$ cat src/rtl/frame_update_scheduler.sv
// Purpose : paces pong game-state updates to the VGA raster with a req/ack handshake to compute,
//           snapshotting ball/paddle positions into shadow registers the pixel generator reads.
// Latency : request rises 1 clk after end-of-active-frame; *_out update 2 clk after ack is sampled.
// Backpr. : compute_req held until ack or TIMEOUT_CYCLES; frames ending mid-update flag overrun.
// Build   : define FRAME_SCHED_FREEZE_EN to add the i_freeze input (blocks new requests in IDLE).
module frame_update_scheduler #(
  parameter int HSYNC_ACTIVE   = 639,
  parameter int VSYNC_ACTIVE   = 479,
  parameter int TIMEOUT_CYCLES = 4096
) (
  input  logic        i_clk,
  input  logic        i_rst,
  input  logic [9:0]  i_hcount,
  input  logic [9:0]  i_vcount,
  input  logic [1:0]  i_frame_div,
`ifdef FRAME_SCHED_FREEZE_EN
  input  logic        i_freeze,
`endif
  output logic        o_compute_req,
  input  logic        i_compute_ack,
  input  logic [31:0] i_ball_in,
  input  logic [31:0] i_lpad_in,
  input  logic [31:0] i_rpad_in,
  output logic [31:0] o_ball_out,
  output logic [31:0] o_lpad_out,
  output logic [31:0] o_rpad_out,
  output logic        o_snapshot_valid,
  output logic        o_busy,
  output logic        o_overrun_err,
  output logic        o_timeout_err,
  output logic [15:0] o_frame_count
);

  localparam int             TW      = $clog2(TIMEOUT_CYCLES);
  localparam logic [TW-1:0]  TO_LAST = TW'(TIMEOUT_CYCLES - 1);
  localparam logic [9:0]     H_LAST  = 10'(HSYNC_ACTIVE);
  localparam logic [9:0]     V_LAST  = 10'(VSYNC_ACTIVE);

  typedef enum logic [1:0] {
    ST_IDLE    = 2'd0,
    ST_REQUEST = 2'd1,
    ST_LATCH   = 2'd2
  } state_t;

  state_t        r_state;
  logic          r_eoa_q;
  logic [1:0]    r_div_cnt;
  logic [TW-1:0] r_tmo_cnt;
  logic          r_req;
  logic          r_busy;
  logic          r_snapshot_valid;
  logic          r_overrun_err;
  logic          r_timeout_err;
  logic [15:0]   r_frame_count;
  logic [31:0]   r_ball_cap;
  logic [31:0]   r_lpad_cap;
  logic [31:0]   r_rpad_cap;
  logic [31:0]   r_ball_out;
  logic [31:0]   r_lpad_out;
  logic [31:0]   r_rpad_out;

  logic          w_eoa_lvl;
  logic          w_eoa;
  logic          w_freeze;

`ifdef FRAME_SCHED_FREEZE_EN
  assign w_freeze = i_freeze;
`else
  assign w_freeze = 1'b0;
`endif

  // A raster position held for several clocks must count as one frame end, hence the edge detect.
  assign w_eoa_lvl = (i_hcount == H_LAST) && (i_vcount == V_LAST);
  assign w_eoa     = w_eoa_lvl & ~r_eoa_q;

  // Remember last cycle's end-of-active level for rising-edge detection.
  always_ff @(posedge i_clk) begin
    if (!i_rst) begin
      r_eoa_q <= 1'b0;
    end else begin
      r_eoa_q <= w_eoa_lvl;
    end
  end

  // Update sequencer: frame divider, handshake with timeout, snapshot, sticky error flags.
  always_ff @(posedge i_clk) begin
    if (!i_rst) begin
      r_state          <= ST_IDLE;
      r_div_cnt        <= 2'd0;
      r_tmo_cnt        <= '0;
      r_req            <= 1'b0;
      r_busy           <= 1'b0;
      r_snapshot_valid <= 1'b0;
      r_overrun_err    <= 1'b0;
      r_timeout_err    <= 1'b0;
      r_frame_count    <= 16'd0;
      r_ball_cap       <= 32'd0;
      r_lpad_cap       <= 32'd0;
      r_rpad_cap       <= 32'd0;
      r_ball_out       <= 32'd0;
      r_lpad_out       <= 32'd0;
      r_rpad_out       <= 32'd0;
    end else begin
      r_snapshot_valid <= 1'b0;
      if (w_eoa) begin
        r_frame_count <= r_frame_count + 16'd1;
      end
      case (r_state)
        ST_IDLE: begin
          // frame_div is only looked at here, so a change applies from the next compare.
          if (w_eoa && !w_freeze) begin
            if (r_div_cnt == i_frame_div) begin
              r_div_cnt <= 2'd0;
              r_tmo_cnt <= '0;
              r_req     <= 1'b1;
              r_busy    <= 1'b1;
              r_state   <= ST_REQUEST;
            end else begin
              r_div_cnt <= r_div_cnt + 2'd1;
            end
          end
        end
        ST_REQUEST: begin
          if (w_eoa) begin
            r_overrun_err <= 1'b1;
          end
          // Ack is checked first so it wins over a simultaneous timeout.
          if (i_compute_ack) begin
            r_ball_cap <= i_ball_in;
            r_lpad_cap <= i_lpad_in;
            r_rpad_cap <= i_rpad_in;
            r_req      <= 1'b0;
            r_state    <= ST_LATCH;
          end else if (r_tmo_cnt == TO_LAST) begin
            r_timeout_err <= 1'b1;
            r_req         <= 1'b0;
            r_busy        <= 1'b0;
            r_state       <= ST_IDLE;
          end else begin
            r_tmo_cnt <= r_tmo_cnt + TW'(1);
          end
        end
        ST_LATCH: begin
          if (w_eoa) begin
            r_overrun_err <= 1'b1;
          end
          r_ball_out       <= r_ball_cap;
          r_lpad_out       <= r_lpad_cap;
          r_rpad_out       <= r_rpad_cap;
          r_snapshot_valid <= 1'b1;
          r_busy           <= 1'b0;
          r_state          <= ST_IDLE;
        end
        default: begin
          r_req   <= 1'b0;
          r_busy  <= 1'b0;
          r_state <= ST_IDLE;
        end
      endcase
    end
  end

  assign o_compute_req    = r_req;
  assign o_busy           = r_busy;
  assign o_snapshot_valid = r_snapshot_valid;
  assign o_overrun_err    = r_overrun_err;
  assign o_timeout_err    = r_timeout_err;
  assign o_frame_count    = r_frame_count;
  assign o_ball_out       = r_ball_out;
  assign o_lpad_out       = r_lpad_out;
  assign o_rpad_out       = r_rpad_out;

endmodule
$ cat config.mk
export PLATFORM = sky130hd
export DESIGN_NAME = frame_update_scheduler
export DESIGN_NICKNAME = d
export VERILOG_FILES = /design/src/rtl/frame_update_scheduler.sv
export SDC_FILE = /design/constraint.sdc
export NUM_CORES = 1
export LEC_CHECK = 0
export BUFFER_PORTS_ARGS = -buffer_cell sky130_fd_sc_hd__buf_4
export CAP_MARGIN = 20
export CORE_UTILIZATION = 56
export DETAILED_ROUTE_END_ITERATION = 10
export PLACE_DENSITY_LB_ADDON = 0.1
export SLEW_MARGIN = 20
export SYNTH_ARGS = -nofsm -noshare
export SYNTH_HDL_FRONTEND = slang
export SYNTH_SLANG_ARGS = --single-unit
$ cat constraint.sdc
create_clock -name i_clk -period 4.1 [get_ports i_clk]
set_input_delay 0.615 -clock i_clk [delete_from_list [all_inputs] [get_ports i_clk]]
set_output_delay 0.615 -clock i_clk [all_outputs]
set_load 0.01 [all_outputs]
### After elaboration in Yosys (flattened, before gate mapping)

Cells that the tools add are included.

* register bits after elaboration: 230
* bits of input ports: 121
* output and inout bits: 117
* logic and storage cells: 66

* add/sub/neg operators: 3
* eq/ne operators: 12
* muxes and demuxes: 19
* bitwise logic cells: 4
* reductions and logical operators: 12

Operator list (number)
* $mux 12: 4
* $pmux 12 s2: 1
* $add 16x1->16 const B: 1
* $add 12x1->12 const B: 1
* $eq 12x12->1 const B: 1
* $eq 10x10->1 const B: 1
* $eq 10x9->1 const B: 1
* $mux 2: 5
* $ne 2x2->1 const B: 5
* $reduce_and 4->1: 2
* $mux 1: 6
* $reduce_and 2->1: 3
* $reduce_and 3->1: 2
* $reduce_and 5->1: 1
* $pmux 2 s2: 1
* $ne 3x3->1 const B: 1
* $not 1->1: 3
* $pmux 1 s3: 1
* $add 2x1->2 const B: 1
* $eq 2x1->1 const B: 1
* $eq 2x2->1: 1
* $eq 2x2->1 const B: 1
* $logic_not 2->1: 1
* $pmux 1 s2: 1
* other kinds (4): 4

### Depth between registers and ports, before layout

Gate-level depths: netlist of the first run.

* depth in word-level cells: 5
* gate-level depth with buffers: 9

### Least setup slack after synthesis of the first run

OpenSTA, ideal clock, no wires.

* kind: input to register
* from: in i_hcount[7]
* to: reg r_tmo_cnt[8]
* library setup time: 0.122 ns
* data arrival time: 1.854 ns
* data required time: 3.978 ns
* setup slack: 2.124 ns
* stages on the path: 5
* buffers on the path: 0
* cell sequence: nand4b_4 > nor4_4 > a31oi_1 > o21a_1 > a221o_1

* word-level cells in the longest chain between the ends: 5

Ends and longest elaborated chain
* start, declared: line 13 `input logic [9:0] i_hcount,`
* $eq 10x10->1: line 73 `assign w_eoa_lvl = (i_hcount == H_LAST) && (i_vcount == V_LAST);`
* $logic_and 1x1->1: line 73
* $and 1x1->1: line 74 `assign w_eoa = w_eoa_lvl & ~r_eoa_q;`
* $ne 2x2->1 (no line)
* $reduce_and 5->1 (no line)
* end signal, assigned: line 140 `r_tmo_cnt <= r_tmo_cnt + TW'(1);`
* end, declared: line 48 `logic [TW-1:0] r_tmo_cnt;`

No other way between the ends.
A chain may end at the register's enable or synchronous reset.

### Worst setup path in the final report of the first run

* from: reg r_state[1]
* to: reg r_rpad_cap[15]

* word-level cells in the longest chain between the ends: 2

Ends and longest elaborated chain
* start, declared: line 45 `state_t r_state;`
* start signal, assigned: line 88 `r_state <= ST_IDLE;`
* start signal, assigned: line 117 `r_state <= ST_REQUEST;`
* start signal, assigned: line 133 `r_state <= ST_LATCH;`
* $eq 2x1->1: line 108 `case (r_state)`
* $reduce_and 2->1 (no line)
* end signal, assigned: line 131 `r_rpad_cap <= i_rpad_in;`
* end, declared: line 57 `logic [31:0] r_rpad_cap;`

No other way between the ends.

==> results of run 1 <==
-- worst min path at each step --
stage	cells after the start	slack, ns	to
after detailed placement	2	0.45	r_lpad_cap[28]$_SDFFE_PN0P_
after global routing	3	0.34	r_rpad_cap[21]$_SDFFE_PN0P_
after floorplan	2	0.44	r_ball_cap[0]$_SDFFE_PN0P_
final	3	0.35	r_ball_cap[0]$_SDFFE_PN0P_
after global placement	2	0.44	r_rpad_cap[8]$_SDFFE_PN0P_
after CTS	3	0.34	r_ball_cap[6]$_SDFFE_PN0P_
-- layer usage --
layer / global-route usage / vias to the layer above
li1: - / 3649
met1: 0.312 / 3381
met2: 0.415 / 203
met3: 0.0646 / 26
met4: 0.0609 / 0
met5: 0 / -
-- Yosys cell counts (2+ instances only) --
master / instances / area, sq um
mux2i_1: 100 / 1000
nand4b_1: 6 / 52.6
buf_1: 18 / 67.6
inv_1: 7 / 26.3
o21a_1: 2 / 15.0
a211o_1: 4 / 35.0
o31a_1: 2 / 17.5
dfxtp_1: 230 / 4600
o21ai_0: 14 / 70.1
nor4_1: 4 / 25.0
nand3_1: 12 / 60.1
xnor2_1: 3 / 26.3
a221o_1: 3 / 30.0
clkbuf_1: 34 / 128
and2_1: 11 / 68.8
buf_2: 7 / 35.0
nand2_1: 206 / 773
nor3_1: 3 / 15.0
nand2b_1: 3 / 18.8
ha_1: 6 / 75.1
or3_1: 8 / 50.1
a31oi_1: 2 / 12.5
and3_1: 11 / 68.8
xor2_1: 6 / 52.6
and4_1: 3 / 26.3
nor2_1: 116 / 435
nor2b_1: 2 / 12.5
a21oi_1: 110 / 551
nand4_1: 11 / 68.8
-- cell type report --
cell class	count	area, sq um	area share
Multi-Input combinational cell	663	3740	0.330
Sequential cell	230	4600	0.406
Timing Repair Buffer	244	1860	0.164
Tap cell	184	230	0.0203
Inverter	8	35.0	0.00309
Clock inverter	16	213	0.0188
Clock buffer	28	657	0.0580
-- cell usage in the layout (no fill, tap or decap), types with 3 or more instances in the layout --
cell,count
clkinvlp_4,3
a211o_1,4
nor4_1,4
clkinv_2,8
clkbuf_16,25
xor2_1,6
nand2_1,205
mux2i_1,100
nand3_1,12
and3_1,11
o21ai_0,14
dfxtp_1,230
nand2b_1,3
nor3_1,3
nor2_1,116
and2_1,10
nand4_1,11
inv_1,7
a221o_1,3
a21oi_1,110
ha_1,5
nand4b_1,6
bufinv_16,5
or3_1,8
xnor2_1,3
and4_1,3
buf_4,242
-- where the power goes --
part	internal (uW)	leakage, uW	switching [uW]
Sequential	2300	0.00185	31.7
Clock	1460	0.000426	862
Combinational	158	0.00218	233
-- flip-flops by register name, indices dropped and copies added (netlist names), 2 cells and up --
signal,count
o_ball_out,32
o_lpad_out,32
o_rpad_out,32
r_ball_cap,32
r_lpad_cap,32
r_rpad_cap,32
o_frame_count,16
r_tmo_cnt,12
r_div_cnt,2
r_state,2
-- tightest hold or removal path: stages --
cell and delay [ns]:
buf_4 0.10, nand2_1 0.04, a21oi_1 0.05
-- logic make-up after synthesis --
family / after synthesis / share of synthesized area
and+or+nand+nor: 402 / 0.204
DFF: 230 / 0.536
AOI/OAI and AO/OA: 145 / 0.0932
muxes: 101 / 0.118
buffers and inverters: 68 / 0.0312
xor gates and xnor gates: 9 / 0.00918
adders and majority gates: 6 / 0.00874
-- stage by stage --
stage / std cells / util / power [uW] / hold slack [ns] / area, sq um
2_1_floorplan: 961 / - / 2610 / 0.436 / 8590
3_3_place_gp: 1329 / 0.709 / 2760 / 0.442 / 10500
3_5_place_dp: 1329 / 0.709 / 2770 / 0.448 / 10500
4_1_cts: 1373 / 0.768 / 5090 / 0.336 / 11300
5_1_grt: 1373 / 0.768 / 5240 / 0.337 / 11300
6_report: 1373 / 0.768 / 5050 / 0.353 / 11300
==> metrics.txt, run 1 <==
status complete, no violations; initial drt markers between 300 and 400; number of library cell types mapped by synthesis 46; vias per cell around 5.3; Achievable Freq between 400 and 500 MHz; Die Y-Extent between 100 and 150 microns; Worst Setup SP r_state[1]$_SDFFE_PN0P_; post-synthesis sequential area ratio 0.536; Clock Sink Count 230; WL/cell ~14 microns; reg-to-reg endpoint r_rpad_cap[15]$_SDFFE_PN0P_; Synth Net Count 1088; Synth Register Bits 230; maxcap violations 0; top sig layer met4; postcts setup bufs 0; latest clock arrival within the worst-skew pair roughly 0.50 ns; H-tree Lvls 1; Clock Tree Root clkbuf_16; CTS Buffer Depth 3; Layout area overhead 32.0%; met3 WL roughly 1.4 mm; endpoints failing setup 0; LEAKAGE ~0.0045 uW; final WL between 15 and 20 mm; Critical Path End r_rpad_cap[15]$_SDFFE_PN0P_; DIE AREA roughly 16000 sq um; Clock Skew 0.00910 ns; detailed-routing wirelength on met1 ~8.6 mm; worst path required time roughly 4.5 ns; PnR worst setup slack 1.85 ns; Crit Path Category register to register; Period Utilization, post-route 0.550; num rows 44; worst slack, placed between 1 and 1.5 ns; Register-to-Register Setup Slack between 1.5 and 2 ns; Total GRT Usage 0.245; DP Wirelength around 13 mm; layout cells sized above 1 0.250; first-pass GRT wire length 32.4 mm; critical path's largest stage delay between 0.7 and 0.8 ns; max-slew violations 0; DRC viols 0; Fillers between 1000 and 1500; CTS tree built; PortBufs 237; global route total overflow 0; crit-path max FO between 60 and 70; initial core utilization 0.582; nets@finish between 1000 and 1500; CP cell instances inv_1, ha_1, and2_4, buf_4, nand2_1, a21oi_1; hold path start i_ball_in[0]; gp weighted congestion 0.810; Yosys Warn Count 0; worst vdd ir 0.481 mV; Post-synth EDFFs 0; Hold WC Path Type input port to register; relative slew slack 0.336; vias slightly above 7000; cells after synthesis approximately 960; Slowest cell on crit path and2_4; pwr/cell area ~450 nW/um^2; drt first pass iters 5; metal2 WL approximately 9.4 mm; largest delay contributor family on the critical path simple AND/OR/NAND/NOR gates; top_reg_cell synth dfxtp_1; Antenna Cells 0; async set-reset flop share out of synthesis 0; Worst EP arrival around 2.7 ns; vias in the first global route slightly below 7000; total CTS buffers 24; unrepaired setup endpoints after global routing false; Hold Vio Cnt, Final 0; I/O pin total 238; CP Launch Type register; setup TNS 0 ns; R2R Path Start r_state[1]$_SDFFE_PN0P_; core region area 14800 sq um; largest net degree at the start of global routing around 120; worst path bufs/invs 2; Critical Path Sink Type register; cts hold-fix bufs 0; cell area after synthesis around 8600 sq um; clock slew at reported path FFs about 0.060 ns; Final min period between 2 and 2.5 ns; path depth of the worst reg2reg path 6; post-route ant nets 0; Slew @ Worst Pin between 0.9 and 1 ns; Horiz. Die Dim between 100 and 150 microns; antenna violations before repair 0; mean area per synthesized cell a little under 9 sq um; Post-CTS Resized 0; Worst path depth 6
(Power assumes the default switching activity.)
==> run 2: changes to the inputs <==
Settings changed: CORE_UTILIZATION 56 to 52.
Clock period 4.1 ns to 2.1 ns, I/O delays scaled along.
==> metrics.txt, run 2 (synthesized netlist as in run 1, its figures left out) <==
endpoints failing setup 0; Clock Sink Count between 200 and 250; Antenna Cells 0; commonest cells after routing, fill and taps aside buf_4, dfxtp_1, nand2_1; critical path's largest stage delay roughly 0.37 ns; initial core utilization 0.537; Slowest cell on crit path a221o_1; most used cell, CP inv_1; total CTS buffers 24; CP cell instances inv_1, ha_1, inv_1, nor2_1, a21oi_1, o21a_1, a221o_1; maxcap violations 0; clock share of power 0.462; design area between 10000 and 15000 sq um; cts hold-fix bufs 0; CP Launch Type register; DP Wirelength 13.5 mm; CTS tree built; PortBufs 237; H-tree Lvls 1; layout cells sized above 1 0.262; Int Pwr slightly below 8000 uW; WL/cell roughly 14 microns; gp weighted congestion between 0.7 and 0.8; Clock Skew roughly 0.0042 ns; pwr/cell area roughly 860 nW/um^2; Crit Path Category register to register; Achievable Freq between 500 and 600 MHz; Die Y-Extent around 130 microns; unrepaired setup endpoints after global routing false; Hold WC Path Type input port to register; worst path required time between 2 and 2.5 ns; postcts setup bufs 0; first-pass GRT wire length 31.9 mm; status complete, no violations; Horiz. Die Dim 131 microns; setup TNS 0 ns; relative slew slack 0.638; DIE AREA 17000 sq um; Placement Cell Area around 11000 sq um; Period Utilization, post-route 0.913; nets@finish around 1300; post-route ant nets 0; switch share 0.223; max-slew violations 0; drt first pass iters 4; clock slew at reported path FFs ~0.060 ns; Slew @ Worst Pin around 0.54 ns; path depth of the worst reg2reg path 7; Hold Vio Cnt, Final 0; Final min period between 1.5 and 2 ns; sequential share of power 0.454; I/O pin total 238; vias 7317; largest net degree at the start of global routing 64; vias in the first global route between 6000 and 7000; initial drt markers slightly below 300; Layout area overhead 36.1%; crit-path max FO 8; LEAKAGE 0.00462 uW; Total GRT Usage 0.229; Worst EP arrival ~2.3 ns; num rows 46; Gate power share 0.083; core region area 16000 sq um; final WL approximately 20 mm; DRC viols 0; Power Total roughly 10000 uW; Hold Path Stages 3; Post-CTS Resized 0; Psw ~2200 uW; vias per cell roughly 5.1; Clock Tree Root clkbuf_16; CTS Buffer Depth 3; global route total overflow 0; commonest non-fill, non-tap cell in the layout buf_4; Critical Path Sink Type register; worst vdd ir about 0.55 mV; latest clock arrival within the worst-skew pair around 0.50 ns; antenna violations before repair 0
-- run 2: cell types whose count changed in the layout (fill, tap and decap cells not counted) --
cell,before,now
clkinvlp_4,3,0
clkinv_4,0,3
buf_12,2,13
buf_4,242,252
clkinv_2,8,5
clkbuf_8,2,4
clkbuf_1,1,2
-- run 2: metrics by stage --
stage                util  std cells  setup slack (ns)  hold slack, ns
floorplan               -        961             0.341           0.436
global placement    0.675       1382             0.137           0.442
detailed placement  0.675       1382             0.118           0.446
CTS                 0.731       1426             0.207          0.0427
global route        0.731       1426            0.0519          0.0480
finish              0.731       1426             0.183          0.0578
-- run 2: layout make-up --
cell class | count | area (sq um)
timing repair buffer | 265 | 2150
clock inverter | 13 | 201
fill | 1277 | 4310
inverter | 8 | 35.0
tap | 216 | 270
multi-input combinational | 663 | 3740
sequential | 230 | 4600
clock buffer | 31 | 688
-- run 2: power by group through the flow --
| stage | combinational (uW) | clock [uW] | sequential, uW |
|---|---|---|---|
| after floorplan | 462 | 0 | 4630 |
| after global placement | 828 | 0 | 4640 |
| after detailed placement | 837 | 0 | 4650 |
| after CTS | 843 | 4720 | 4550 |
| after global routing | 929 | 4910 | 4560 |
| final | 837 | 4640 | 4550 |
-- run 2: final timing paths --
check | from | end | slack, ns
worst min-delay path | i_ball_in[19] | r_ball_cap[19]$_SDFFE_PN0P_ | 0.06
worst min register to register | r_lpad_cap[14]$_SDFFE_PN0P_ | r_lpad_cap[14]$_SDFFE_PN0P_ | 0.45
worst max-delay path | r_state[0]$_SDFFE_PN0P_ | r_tmo_cnt[8]$_SDFFE_PN0P_ | 0.18
worst max register to register | r_state[0]$_SDFFE_PN0P_ | r_tmo_cnt[8]$_SDFFE_PN0P_ | 0.18
-- run 2: per-layer routing --
| metal | global-route usage | routed length [microns] |
|---|---|---|
| met5 | 0 | 0 |
| met4 | 0.0764 | 581 |
| met3 | 0.0713 | 1750 |
| met2 | 0.372 | 9280 |
| met1 | 0.290 | 8870 |
-- run 2: worst max-delay path, delay by kind of cell (launching register included) --
| kind | cells | cell delay [ns] |
|---|---|---|
| AO/OA/AOI/OAI | 3 | 0.79 |
| AND/OR/NAND/NOR | 1 | 0.23 |
| buffers and inverters | 2 | 0.24 |
| flip-flops | 1 | 0.33 |
| adder cells (fa/ha/maj) | 1 | 0.21 |
